<file path="src/rtl/ddr_verify_sat_cnt.sv">
// ddr_verify_sat_cnt: saturating up-counter with synchronous clear.
// With LOAD_ON_CLR set, an increment coincident with clear loads 1 instead of 0.
`default_nettype none

module ddr_verify_sat_cnt #(
  parameter int WIDTH       = 16,
  parameter bit LOAD_ON_CLR = 1'b0
) (
  input  logic             clk,
  input  logic             rst_n,
  input  logic             i_clr,
  input  logic             i_inc,
  output logic [WIDTH-1:0] o_cnt
);

  logic [WIDTH-1:0] r_cnt;
  logic             w_max;

  assign w_max = &r_cnt;
  assign o_cnt = r_cnt;

  always_ff @(posedge clk or negedge rst_n) begin
    if (!rst_n) begin
      r_cnt <= '0;
    end else if (i_clr) begin
      r_cnt <= (LOAD_ON_CLR && i_inc) ? WIDTH'(1) : '0;
    end else if (i_inc && !w_max) begin
      r_cnt <= r_cnt + WIDTH'(1);
    end
  end

endmodule

`default_nettype wire

</file>
<file path="config.mk">
export PLATFORM = sky130hd
export DESIGN_NAME = ddr_verify_sat_cnt
export DESIGN_NICKNAME = d
export VERILOG_FILES = /design/src/rtl/ddr_verify_sat_cnt.sv
export SDC_FILE = /design/constraint.sdc
export NUM_CORES = 1
export LEC_CHECK = 0
export BUFFER_PORTS_ARGS = -buffer_cell sky130_fd_sc_hd__clkbuf_2
export CORE_MARGIN = 2
export CORE_UTILIZATION = 56
export DETAILED_ROUTE_END_ITERATION = 10
export HOLD_SLACK_MARGIN = 0.1
export PLACE_DENSITY = 0.9
export SKIP_LAST_GASP = 1
export SLEW_MARGIN = 10
export SYNTH_ARGS = -nofsm -noshare
export SYNTH_HDL_FRONTEND = slang
export SYNTH_SLANG_ARGS = --single-unit
</file>
<file path="constraint.sdc">
create_clock -name clk -period 4.4 [get_ports clk]
set_input_delay 0.88 -clock clk [delete_from_list [all_inputs] [get_ports clk]]
set_output_delay 0.88 -clock clk [all_outputs]
set_load 0.02 [all_outputs]
</file>
# Yosys cells after proc, flatten, opt, wreduce, memory -nomap -nowiden
# Cells that the tools add are included.
# Widths: inputs -> output; s select.
dict set report totals {
  ff_bits 16
  output_inout_bits 16
}
dict set report op_classes {
  muxes 2
  n_reduce_logical 4
  addsub 1
}
# op count
set op_table {}
lappend op_table {{$mux 16} 2}
lappend op_table {{$add 16x1->16 const B} 1}
lappend op_table {{$reduce_and 16->1} 1}
lappend op_table {{$reduce_bool 2->1} 1}
lappend op_table {{$logic_and 1x1->1} 1}
lappend op_table {{$logic_not 1->1} 1}

# Logic depth before layout (Yosys ltp)
# Gate-level depths: netlist (run 1).
dict set report depth {
  ltp_word 5
  mapped_depth 5
  mapped_depth_nobuf 5
}

# Worst setup path before layout (run 1)
# Ideal clock, no wire load.
dict set report synth_path {
  path_kind {in2reg}
  from {input port i_inc}
  to {register r_cnt[15], in the netlist o_cnt[15]}
  setup_slack_ns 2.504
  path_stages 4
  setup_time_ns 0.078
  n_path_buf 0
  t_arrival_ns 1.818
  path_cell_list {and4_4 > nand3_4 > or4_1 > a21oi_1}
}
dict set report synth_via {
  elab_chain_cells 2
}
# element line
set synth_rtl {}
lappend synth_rtl {{start, declared} 12} ;# input logic i_inc,
lappend synth_rtl {{$logic_and 1x1->1} 27} ;# end else if (i_inc && !w_max) begin
lappend synth_rtl {{$reduce_bool 2->1 (no source line)} --}
lappend synth_rtl {{end signal, assigned} 26} ;# r_cnt <= (LOAD_ON_CLR && i_inc) ? WIDTH'(1) : '0;
lappend synth_rtl {{end signal, assigned} 28} ;# r_cnt <= r_cnt + WIDTH'(1);
lappend synth_rtl {{end, declared} 16} ;# logic [WIDTH-1:0] r_cnt;
# Every way passes these cells.
# A chain may end at the register's enable or synchronous reset.

# Final worst setup path (run 1)
dict set report layout_path {
  from {register r_cnt[8], in the netlist o_cnt[8]}
  to {output port o_cnt[8]}
}
# element line
set layout_lines {}
lappend layout_lines {{end, declared} 13} ;# output logic [WIDTH-1:0] o_cnt
# No word-level cell between the ends.

==> metrics.md, run 1 <==
| Metric | Value |
|---|---|
| Synth-to-layout area growth | `14.15%` |
| Post-CTS setup buffer count | `0` |
| Net count, final | `122` |
| Aggregate global-route resource usage | `0.2191` |
| Most frequent cells in the layout | `sky130_fd_sc_hd__clkbuf_2 (19), sky130_fd_sc_hd__dfrtp_1 (16), sky130_fd_sc_hd__a21oi_1 (8), sky130_fd_sc_hd__nor2_1 (8), sky130_fd_sc_hd__nand2_1 (7)` |
| Area of the die | `1982 µm²` |
| First-pass GRT wire length | `~3100 µm` |
| Placeable Area | `about 1500 µm²` |
| Number of violations reported at the end of detailed-routing iteration 0 | `16` |
| Synthesized Nets | `100` |
| Worst clock skew on the final layout | `approximately 1.3 ps` |
| Minimum setup slack after placement | `between 2000 and 2500 ps` |
| Maxcap violations | `0` |
| Number of antenna violations at the first check in global routing | `0` |
| Final HPWL DP | `about 1400 µm` |
| Total clock buffers created by CTS | `3` |
| Crit path required time | `3520 ps` |
| Post-route setup slack | `approximately 2600 ps` |
| Cts repair resizes | `0` |
| RSZ-0062 raised after global routing | `no` |
| Overflow left after global routing | `0` |
| Length of the first detailed-routing pass in iterations | `4` |
| Die Y | `about 45 µm` |
| Final routed wirelength across all metal layers | `1841 µm` |
| Detailed-route DRC error count | `0` |
| Endpoint class of the critical path | `output port` |
| Power density cells | `231.7 nW/µm²` |
| Arrival time worst endpoint | `960 ps` |
| Series of cell instances along the critical path | `clkbuf_2` |
| Sum Neg Setup Slack | `0 ps` |
| Count of cell types in the netlist | `36` |
| Number of vias after detailed routing | `806` |
| Yosys warns | `0` |
| Worst Hold Class | `in2async` |
| Buffers from clock root to sink, at most | `2` |
| Vias in the first global route | `~720` |
| Number of synthesized register bits | `16` |
| Relative max-transition margin | `0.7438` |
| Post-Synthesis Cells | `95` |
| Pin count of the biggest net entering global routing | `20` |
| Run status | `complete, no violations` |
| Number of antenna cells inserted | `0` |
| Final slew viol count | `0` |
| Avg Cell Area, Syn | `9.680 µm²` |
| Share of cells above drive strength 1 | `0.2783` |
| Number of flip-flops in the largest register | `16` |
| Slowest library cell on the worst path | `sky130_fd_sc_hd__dfrtp_1` |
| CTS tree | `built` |
| Routability-driven placement congestion ratio | `0.9012` |
| Cell family contributing the most delay on the critical path | `flip-flops` |
| Count of final hold-check violations | `0` |
| Final cycle utilization of the critical path | `0.4186` |
| Horizontal die dimension | `approximately 45 µm` |
| Floorplan row count | `14` |
| Clock Tree Root | `sky130_fd_sc_hd__clkbuf_4` |
| Most common library cell in the layout ignoring fill and taps | `sky130_fd_sc_hd__clkbuf_2` |
| Detail-routed net length per standard cell | `approximately 14 µm` |
| Post-Syn Area | `919.6 µm²` |
| Achievable frequency | `about 540 MHz` |
| Buf+Inv Stages, Crit Path | `1` |
| Time the worst path needs with I/O delays and setup | `between 1500 and 2000 ps` |
| Number of nets still failing antenna checks after routing | `0` |
| Maximum cell stage delay along the critical path | `about 470 ps` |
| Setup violations, final | `0` |
| Total power after layout | `roughly 240 µW` |
| Average via count per standard cell | `roughly 6.2` |
| TritonCTS Sinks | `16` |
| Most instantiated flip-flop cell in the synthesis netlist | `sky130_fd_sc_hd__dfrtp_1` |
| Transition at the pin with the smallest max-transition slack | `between 300 and 400 ps` |
| H-tree levels | `1` |
| Asr flop ratio synth | `1.000` |
| Ports placed on the boundary | `20` |
| Portion of the post-synthesis area used by sequential elements | `0.4354` |
| Type of the worst setup path | `reg2out` |
| Leakage power summed over all cells | `~0.00047 µW` |
| Number of input and output port buffers inserted | `19` |
| Source-to-sink clock delay at the later pin of the worst-skew pair | `~280 ps` |
| Initial Utilization | `0.6034` |
| Count of flip-flops with a built-in enable after synthesis | `0` |
| Hold_buf cts | `0` |
| Worst-path fanout max | `7` |
| Worst IR drop on VDD | `~0.00020 V` |
| Clock slew at the register clock pins of the worst setup and hold paths | `roughly 90 ps` |
| Worst setup SP type | `flip-flop` |
| Fin Hold WS | `a little over 500 ps` |
| Final core utilization | `0.6888` |
==> synthesized netlist by cell type (2+ instances only) <==
cell                       instances  share of area
sky130_fd_sc_hd__o21ai_0           4          0.022
sky130_fd_sc_hd__a21oi_1           8          0.044
sky130_fd_sc_hd__o31ai_1           3          0.024
sky130_fd_sc_hd__and2_1            3          0.020
sky130_fd_sc_hd__dfrtp_1          16           0.44
sky130_fd_sc_hd__a31oi_1           3          0.020
sky130_fd_sc_hd__nand3_1           4          0.022
sky130_fd_sc_hd__nor2_1            8          0.033
sky130_fd_sc_hd__nand2_1           7          0.029
sky130_fd_sc_hd__inv_1             2         0.0082
sky130_fd_sc_hd__nor3_1            3          0.016
sky130_fd_sc_hd__clkbuf_1          2         0.0082
sky130_fd_sc_hd__nand2b_1          3          0.020
sky130_fd_sc_hd__or3_1             4          0.027
sky130_fd_sc_hd__or4_1             2          0.016
sky130_fd_sc_hd__mux2i_1           2          0.022
sky130_fd_sc_hd__nor2b_1           2          0.014
==> cells by family after synthesis <==
family,after synthesis,share of synthesized area
XOR/XNOR,1,0.009526
AND/OR/NAND/NOR,47,0.3197
multiplexers,4,0.05034
AO/OA/AOI/OAI,22,0.1551
adder cells (fa/ha/maj),1,0.01360
buffers and inverters,4,0.01633
flip-flops,16,0.4354
==> power breakdown <==
| part | internal, µW | switching (µW) | total, µW |
|---|---|---|---|
| logic | 6.37 | 11.3 | 17.7 |
| registers | 149 | 2.16 | 151 |
| clock network | 31.7 | 42.9 | 74.7 |
| total | 187 | 56.4 | 243 |
==> layout make-up <==
class / count / area (µm²)
Clock buffer: 3 / 22.52
Inverter: 2 / 7.507
Timing Repair Buffer: 19 / 95.09
Tap cell: 16 / 20.02
Multi-Input combinational cell: 75 / 504.2
Sequential cell: 16 / 400.4
Fill cell: 123 / 474.2
==> routing by layer <==
layer  vias to the layer above  routed length (µm)  part of all wire  GRT usage
met5                         -                   0                 0          0
met4                         0                  39             0.021     0.1273
met3                         4                  96             0.052    0.03673
met2                        30                 847              0.46     0.3565
met1                       376                 858              0.47     0.2715
li1                        396                   -                 -          -
==> worst paths after layout <==
path	cells after the start	from	to	slack, ps
setup / recovery	1	o_cnt[8]	o_cnt[8]	2560
hold reg to reg	2	o_cnt[15]	o_cnt[15]	590
max in group asynchronous	1	rst_n	o_cnt[11]	3620
min in group clk	2	o_cnt[15]	o_cnt[15]	590
hold / removal	1	rst_n	o_cnt[12]	500
setup reg to reg	5	o_cnt[0]	o_cnt[14]	2690
==> through the flow <==
step	instances	instance area [µm²]
after floorplan	95	919.6
after global placement	128	1027
after detailed placement	128	1027
after CTS	131	1050
after global routing	131	1050
final	131	1050
(Power assumes the default switching activity.)
==> run 2: changes to the inputs <==
--- a/config.mk
+++ b/config.mk
@@ -5,12 +5,13 @@
 export SDC_FILE = /design/constraint.sdc
 export NUM_CORES = 1
 export LEC_CHECK = 0
+export ABC_AREA = 1
 export BUFFER_PORTS_ARGS = -buffer_cell sky130_fd_sc_hd__clkbuf_2
 export CORE_MARGIN = 2
-export CORE_UTILIZATION = 56
+export CORE_UTILIZATION = 48
 export DETAILED_ROUTE_END_ITERATION = 10
 export HOLD_SLACK_MARGIN = 0.1
-export PLACE_DENSITY = 0.9
+export PLACE_DENSITY = 0.82
 export SKIP_LAST_GASP = 1
 export SLEW_MARGIN = 10
 export SYNTH_ARGS = -nofsm -noshare
==> constraint.sdc (replaced) <==
create_clock -name clk -period 1.62 [get_ports clk]
set_input_delay 0.324 -clock clk [delete_from_list [all_inputs] [get_ports clk]]
set_output_delay 0.324 -clock clk [all_outputs]
set_load 0.02 [all_outputs]
==> run 2 against run 1 <==
Against the previous run:
- sequential power grew to 2.7 times the previous value
- routed wire length is 29% higher
- sequential share of layout area is 6.1 points lower
- power grew to 3.1 times the previous value
- critical path depth is 8 higher
- final cell count is 54% higher
- register-to-register slack worse by 2600 ps
- synthesized cell count is 54% higher
- synthesized area is 9.5% higher
- clock skew is 2.7 ps higher
==> metrics.md, run 2 <==
| Metric | Value |
|---|---|
| Run status | `complete, no violations` |
| Sum Neg Setup Slack | `0 ps (unchanged)` |
| Worst clock skew on the final layout | `4.039 ps (+2.702 ps)` |
| Clock Tree Root | `sky130_fd_sc_hd__clkbuf_4` |
| Final cycle utilization of the critical path | `0.9510` |
| Launch point of the worst hold path | `i_clr` |
| H-tree levels | `1 (unchanged)` |
| Maxcap violations | `0 (unchanged)` |
| Vias in the first global route | `956 (+32%)` |
| Post-route setup slack | `79.41 ps (-2479 ps)` |
| Net count, final | `181 (+48%)` |
| Clock slew at the register clock pins of the worst setup and hold paths | `100 ps (about the same)` |
| Leakage power summed over all cells | `0.0006125 µW (+30%)` |
| Final slew viol count | `0 (unchanged)` |
| Overflow left after global routing | `0 (unchanged)` |
| Worst setup SP type | `flip-flop` |
| Endpoint class of the critical path | `flip-flop` |
| Post-Synthesis Cells | `146 (+54%)` |
| Count of flip-flops with a built-in enable after synthesis | `0 (unchanged)` |
| Length of the first detailed-routing pass in iterations | `4 (unchanged)` |
| First-pass GRT wire length | `4002 µm (+29%)` |
| Time the worst path needs with I/O delays and setup | `about 1500 ps` |
| Count of cell types in the netlist | `22 (-39%)` |
| Minimum setup slack after placement | `52.18 ps (-2252 ps)` |
| Number of synthesized register bits | `16 (unchanged)` |
| Critical path startpoint | `o_cnt[0]` |
| Final routed wirelength across all metal layers | `2368 µm (+29%)` |
| Share of cells above drive strength 1 | `0.2571 (-0.02112)` |
| Worst Hold Class | `in2reg` |
| Number of antenna violations at the first check in global routing | `0 (unchanged)` |
| RSZ-0062 raised after global routing | `no` |
| TritonCTS Sinks | `16 (unchanged)` |
| Avg Cell Area, Syn | `6.899 µm² (-29%)` |
| Most instantiated flip-flop cell in the synthesis netlist | `sky130_fd_sc_hd__dfrtp_1` |
| Yosys warns | `0 (unchanged)` |
| Most frequent cells in the layout | `sky130_fd_sc_hd__nand2_1 (50), sky130_fd_sc_hd__nor2_1 (19), sky130_fd_sc_hd__clkbuf_2 (19)` |
| Type of the worst setup path | `reg2reg` |
| Worst-path fanout max | `4 (-3)` |
| Top-area cell type share of the netlist area | `0.3975 (-0.03786)` |
| Pin count of the biggest net entering global routing | `17 (-15%)` |
| Ports placed on the boundary | `20 (unchanged)` |
| Post-Syn Area | `1007 µm² (+9.5%)` |
| Die Y | `49.81 µm (+12%)` |
| Source-to-sink clock delay at the later pin of the worst-skew pair | `300 ps (+20 ps)` |
| Number of placed instances with taps included | `193 (+51%)` |
| Aggregate global-route resource usage | `0.2076 (-0.01151)` |
| Area of the die | `2481 µm² (+25%)` |
| Total clock buffers created by CTS | `3 (unchanged)` |
| Placeable Area | `1962 µm² (+29%)` |
| Most common library cell in the layout ignoring fill and taps | `sky130_fd_sc_hd__nand2_1` |
| Number of antenna cells inserted | `0 (unchanged)` |
| Cell with the most instances after synthesis | `sky130_fd_sc_hd__nand2_1` |
| Horizontal die dimension | `49.81 µm (+12%)` |
| Transition at the pin with the smallest max-transition slack | `392.4 ps (+11.63 ps)` |
| Number of flip-flops in the largest register | `16 (unchanged)` |
| CTS tree | `built` |
| Routability-driven placement congestion ratio | `0.9017 (about the same)` |
| Largest cells by area after synthesis | `sky130_fd_sc_hd__dfrtp_1 (40%), sky130_fd_sc_hd__nand2_1 (19%), sky130_fd_sc_hd__nor2_1 (7.8%)` |
| Average via count per standard cell | `5.218 (-15%)` |
| Detailed-route DRC error count | `0 (unchanged)` |
| Setup violations, final | `0 (unchanged)` |
| Library cell with the largest summed area after synthesis | `sky130_fd_sc_hd__dfrtp_1` |
| Buffers from clock root to sink, at most | `2 (unchanged)` |
| Worst IR drop on VDD | `0.0006080 V (+210%)` |
| Power density cells | `602.2 nW/µm² (+160%)` |
| Synth-to-layout area growth | `23.98%` |
| Floorplan row count | `16 (+2)` |
| Final HPWL DP | `1687 µm (+21%)` |
| Crit path required time | `1820 ps (-1700 ps)` |
| Count of final hold-check violations | `0 (unchanged)` |
| Minimum setup slack among reg-to-reg paths | `80 ps (-2610 ps)` |
| Portion of the post-synthesis area used by sequential elements | `0.3975 (-0.03786)` |
| Achievable frequency | `around 650 MHz` |
| Number of input and output port buffers inserted | `19 (unchanged)` |
| Leading post-synthesis cells by instance count | `sky130_fd_sc_hd__nand2_1 (52), sky130_fd_sc_hd__nor2_1 (21), sky130_fd_sc_hd__dfrtp_1 (16)` |
| Fill cell total of the finished layout | `191 (+55%)` |
| Synthesized Nets | `151 (+51%)` |
| Non-filler instance count after layout | `202 (+54%)` |
| Detail-routed net length per standard cell | `11.72 µm (-17%)` |
| Asr flop ratio synth | `1.000 (unchanged)` |
| Number of vias after detailed routing | `1054 (+31%)` |
| Number of violations reported at the end of detailed-routing iteration 0 | `28 (+12)` |
| Number of nets still failing antenna checks after routing | `0 (unchanged)` |
| Relative max-transition margin | `0.7384 (-0.005412)` |
| Origin of the critical flop-to-flop path | `o_cnt[0]` |
| Arrival time worst endpoint | `1740 ps (+780 ps)` |
| Initial Utilization | `0.5134 (-0.09006)` |
[run 2: cells by family after synthesis]
group	synth area share
adder cells (fa/ha/maj)	0.01242
flip-flops	0.3975
buffers and inverters	0.06335
XOR/XNOR	0.02609
AO/OA/AOI/OAI	0.05590
AND/OR/NAND/NOR	0.4447
[run 2: area by class of cell]
| type | instances | area (µm²) | share of cell area |
|---|---|---|---|
| clock buffer | 4 | 36.28 | 0.02906 |
| timing repair buffer | 27 | 157.7 | 0.1263 |
| sequential | 16 | 400.4 | 0.3206 |
| tap | 27 | 33.78 | 0.02705 |
| multi-input combinational | 115 | 569.3 | 0.4559 |
| inverter | 13 | 51.30 | 0.04108 |
[run 2: routing by layer]
layer | up-vias | routed length, µm | global-route usage
li1 | 527 | - | -
met1 | 481 | 1100 | 0.2664
met2 | 36 | 1064 | 0.3378
met3 | 10 | 121 | 0.03636
met4 | 0 | 81 | 0.09722
met5 | - | 0 | 0
[run 2: path summary, 6_finish.rpt]
path,to,cells past startpoint
setup reg to reg,o_cnt[4],9
min in group asynchronous,o_cnt[9],2
hold / removal,o_cnt[7],4
hold reg to reg,o_cnt[9],2
setup / recovery,o_cnt[4],9
max in group asynchronous,o_cnt[5],2
[run 2: worst max-delay path, stage by stage (launching register included)]
cell and delay, ps:
sky130_fd_sc_hd__dfrtp_1 400, sky130_fd_sc_hd__ha_2 200, sky130_fd_sc_hd__nand2_2 70, sky130_fd_sc_hd__nor2_4 170, sky130_fd_sc_hd__nand2_4 90, sky130_fd_sc_hd__nor2_4 120
sky130_fd_sc_hd__o21ai_2 100, sky130_fd_sc_hd__buf_4 180, sky130_fd_sc_hd__nand2_1 60, sky130_fd_sc_hd__nand2_1 50
[run 2: stage by stage]
stage / util / power (µW) / hold WS (ps) / area, µm²
after floorplan: - / 447.8 / 28.41 / 1007
after global placement: 0.5829 / 471.7 / 265.8 / 1144
after detailed placement: 0.5829 / 473.8 / 271.0 / 1144
after CTS: 0.6065 / 746.3 / 321.3 / 1190
after global routing: 0.6365 / 778.2 / 346.8 / 1249
final: 0.6365 / 751.9 / 318.4 / 1249
[run 2: where the power goes]
| part | switching (µW) | leakage [µW] | internal [µW] |
|---|---|---|---|
| sequential | 4.40 | 0.000222 | 403 |
| combinational | 45.1 | 0.000369 | 24.1 |
| clock | 138 | 0.0000210 | 137 |
| total | 187 | 0.000612 | 565 |
[run 2: repair_timing]
action,4_1_cts,5_1_grt
buffers inserted,0,4
resized for setup,0,9
hold endpoints to repair,16,0
endpoints found under the setup margin,0,16
hold buffers,1,0
==> run 3: changes to the inputs <==
--- a/config.mk
+++ b/config.mk
@@ -8,10 +8,10 @@
 export ABC_AREA = 1
 export BUFFER_PORTS_ARGS = -buffer_cell sky130_fd_sc_hd__clkbuf_2
 export CORE_MARGIN = 2
-export CORE_UTILIZATION = 48
+export CORE_UTILIZATION = 53
 export DETAILED_ROUTE_END_ITERATION = 10
 export HOLD_SLACK_MARGIN = 0.1
-export PLACE_DENSITY = 0.82
+export PLACE_DENSITY = 0.85
 export SKIP_LAST_GASP = 1
 export SLEW_MARGIN = 10
 export SYNTH_ARGS = -nofsm -noshare
==> constraint.sdc (replaced) <==
create_clock -name clk -period 1.7 [get_ports clk]
set_input_delay 0.34 -clock clk [delete_from_list [all_inputs] [get_ports clk]]
set_output_delay 0.34 -clock clk [all_outputs]
set_load 0.02 [all_outputs]
==> run 3 against run 2 <==
Against the previous run:
- clock skew shrank 0.91 ps
- critical endpoint is now o_cnt[7]
- via count shrank 1.3%
- hold slack gained 20 ps
==> metrics.md, run 3 (synthesis gave the netlist of run 2 again) <==
| Metric | Value |
|---|---|
| Share of cells above drive strength 1 | `0.2118 (-0.04538)` |
| Final HPWL DP | `1694 µm (+0.45%)` |
| Crit path top cell by count | `sky130_fd_sc_hd__nand2_1` |
| Number of vias after detailed routing | `1040 (-1.3%)` |
| Final cycle utilization of the critical path | `0.9448 (-0.006146)` |
| Worst setup SP type | `flip-flop` |
| Relative max-transition margin | `0.7286 (-0.009819)` |
| Leakage power summed over all cells | `0.0005704 µW (-6.9%)` |
| Synth-to-layout area growth | `18.38%` |
| H-tree levels | `1 (unchanged)` |
| Endpoint class of the critical path | `flip-flop` |
| Buffers from clock root to sink, at most | `2 (unchanged)` |
| Met1 usage | `0.3106 (+0.04418)` |
| Reg2Reg Depth | `9 (unchanged)` |
| Arrival time worst endpoint | `1810 ps (+70 ps)` |
| Logic depth of the worst setup path including buffers | `9 (unchanged)` |
| Length of the first detailed-routing pass in iterations | `4 (unchanged)` |
| Maxcap violations | `0 (unchanged)` |
| Type of the worst setup path | `reg2reg` |
| Origin of the critical flop-to-flop path | `o_cnt[1]` |
| Post-CTS setup buffer count | `0 (unchanged)` |
| Count of final hold-check violations | `0 (unchanged)` |
| Floorplan row count | `15 (-1)` |
| RR Endpoint | `o_cnt[7]` |
| Minimum setup slack among reg-to-reg paths | `90 ps (about the same)` |
| Area of the die | `2265 µm² (-8.7%)` |
| Final routed wirelength across all metal layers | `2315 µm (-2.2%)` |
| Achievable frequency | `622.6 MHz (-4.1%)` |
| Ports placed on the boundary | `20 (unchanged)` |
| Power density cells | `595.3 nW/µm² (-1.1%)` |
| Transition at the pin with the smallest max-transition slack | `407.1 ps (+14.73 ps)` |
| Crit path required time | `1900 ps (+80 ps)` |
| Horizontal die dimension | `47.60 µm (-4.4%)` |
| Worst-path fanout max | `4 (unchanged)` |
| Number of violations reported at the end of detailed-routing iteration 0 | `34 (+21%)` |
| Net count, final | `176 (-2.8%)` |
| Worst IR drop on VDD | `0.0004434 V (-27%)` |
| Average via count per standard cell | `5.333 (+2.2%)` |
| CTS tree | `built` |
| Time the worst path needs with I/O delays and setup | `1606 ps (+65.63 ps)` |
| Met2 GRT Util | `0.3568 (+0.01898)` |
| Met3 usage in global routing | `0.01132 (-0.02504)` |
| Clock Tree Root | `sky130_fd_sc_hd__clkbuf_4` |
| Initial Utilization | `0.5709 (+0.05753)` |
| Detail-routed net length per standard cell | `11.87 µm (+1.3%)` |
| Worst clock skew on the final layout | `3.126 ps (-0.9126 ps)` |
| First-pass GRT wire length | `3546 µm (-11%)` |
| Final core utilization | `0.6759 (+0.03941)` |
| Most frequent cells in the layout | `sky130_fd_sc_hd__nand2_1 (51), sky130_fd_sc_hd__nor2_1 (20), sky130_fd_sc_hd__clkbuf_2 (19)` |
| Fill cell total of the finished layout | `163 (-15%)` |
| Worst hold path cell count | `4 (unchanged)` |
| Global routing's busiest layer | `met2` |
| Run status | `complete, no violations` |
| Placeable Area | `1764 µm² (-10%)` |
| Slowest library cell on the worst path | `sky130_fd_sc_hd__dfrtp_1` |
| Detailed-route DRC error count | `0 (unchanged)` |
| Clock slew at the register clock pins of the worst setup and hold paths | `100 ps (about the same)` |
| Routability-driven placement congestion ratio | `0.8531 (-5.4%)` |
| Final slew viol count | `0 (unchanged)` |
| Total clock buffers created by CTS | `3 (unchanged)` |
| Setup violations, final | `0 (unchanged)` |
| Number of antenna cells inserted | `0 (unchanged)` |
| Number of input and output port buffers inserted | `19 (unchanged)` |
| Most common library cell in the layout ignoring fill and taps | `sky130_fd_sc_hd__nand2_1` |
| Fin Hold WS | `337.9 ps (+19.51 ps)` |
| Launch point of the worst hold path | `i_clr` |
| Number of nets still failing antenna checks after routing | `0 (unchanged)` |
| Overflow left after global routing | `0 (unchanged)` |
| Aggregate global-route resource usage | `0.2265 (+0.01888)` |
| Pin count of the biggest net entering global routing | `17 (unchanged)` |
| Maximum cell stage delay along the critical path | `410 ps (about the same)` |
| Series of cell instances along the critical path | `ha_1 -> nand2_1 -> nor2_4 -> nand2_2 -> nor2_4 -> o21ai_2 -> buf_4 -> nand2_1 -> nand2_1` |
| TritonCTS Sinks | `16 (unchanged)` |
| Buf+Inv Stages, Crit Path | `1 (unchanged)` |
| Worst Hold Class | `in2reg` |
| Hold Path Sink | `o_cnt[9]` |
| Number of antenna violations at the first check in global routing | `0 (unchanged)` |
| Vias in the first global route | `839 (-12%)` |
| Cell family contributing the most delay on the critical path | `simple AND/OR/NAND/NOR gates` |
| Die Y | `47.60 µm (-4.4%)` |
| Number of flip-flops in the largest register | `16 (unchanged)` |
| Source-to-sink clock delay at the later pin of the worst-skew pair | `300 ps (about the same)` |
run 3: changes by cell type in the layout (fill, tap and decap cells not counted), sizes merged:
cell,previous run,this run
buf,7,2
run 3: metal layers:
layer / part of all wire / wire length [µm]
met1: 0.47 / 1078
met4: 0.016 / 36
met5: 0 / 0
met2: 0.48 / 1112
met3: 0.038 / 88
run 3: layout make-up:
class                   count  area [µm²]  share of cell area
multi-input cells         115       553.0              0.4638
flip-flops and latches     16       400.4              0.3358
repair buffers             22       120.1              0.1007
inverters                  13       51.30             0.04302
clock buffers               4       36.28             0.03043
well taps                  25       31.28             0.02623
run 3: how the worst max path moves through the flow:
stage / start / endpoint / slack [ps]
after floorplan: o_cnt[0] / o_cnt[9] / 100
after global placement: o_cnt[1] / o_cnt[14] / 210
after detailed placement: o_cnt[1] / o_cnt[14] / 130
after CTS: o_cnt[1] / o_cnt[14] / 100
after global routing: o_cnt[1] / o_cnt[9] / -8
final: o_cnt[1] / o_cnt[7] / 90
run 3: worst reg2reg max path, delay by kind of cell (launching register included):
kind                       cells  cell delay [ps]
AOI/OAI and AO/OA              1              100
DFF                            1              410
and+or+nand+nor                6              650
adders and majority gates      1              190
buffers and inverters          1              170
run 3: power breakdown:
part | switching, µW | internal [µW] | total (µW)
Combinational | 41.1 | 17.8 | 58.9
Sequential | 4.43 | 384 | 389
Clock | 131 | 131 | 262
run 3: what timing repair did:
item | CTS | global route
resized for setup | 0 | 4
endpoints found under the hold margin | 16 | 0
endpoints found under the setup margin | 0 | 4
hold buffers | 1 | 0
run 3: through the flow:
step / TNS (ps) / instances / instance area, µm² / total power, µW / setup WS, ps
floorplan: 0 / 146 / 1007 / 426.8 / 99.70
global placement: 0 / 190 / 1134 / 449.1 / 208.6
detailed placement: 0 / 190 / 1134 / 450.9 / 127.2
CTS: 0 / 195 / 1180 / 712.5 / 102.4
global route: -16.46 / 195 / 1192 / 737.6 / -7.565
finish: 0 / 195 / 1192 / 709.8 / 93.78
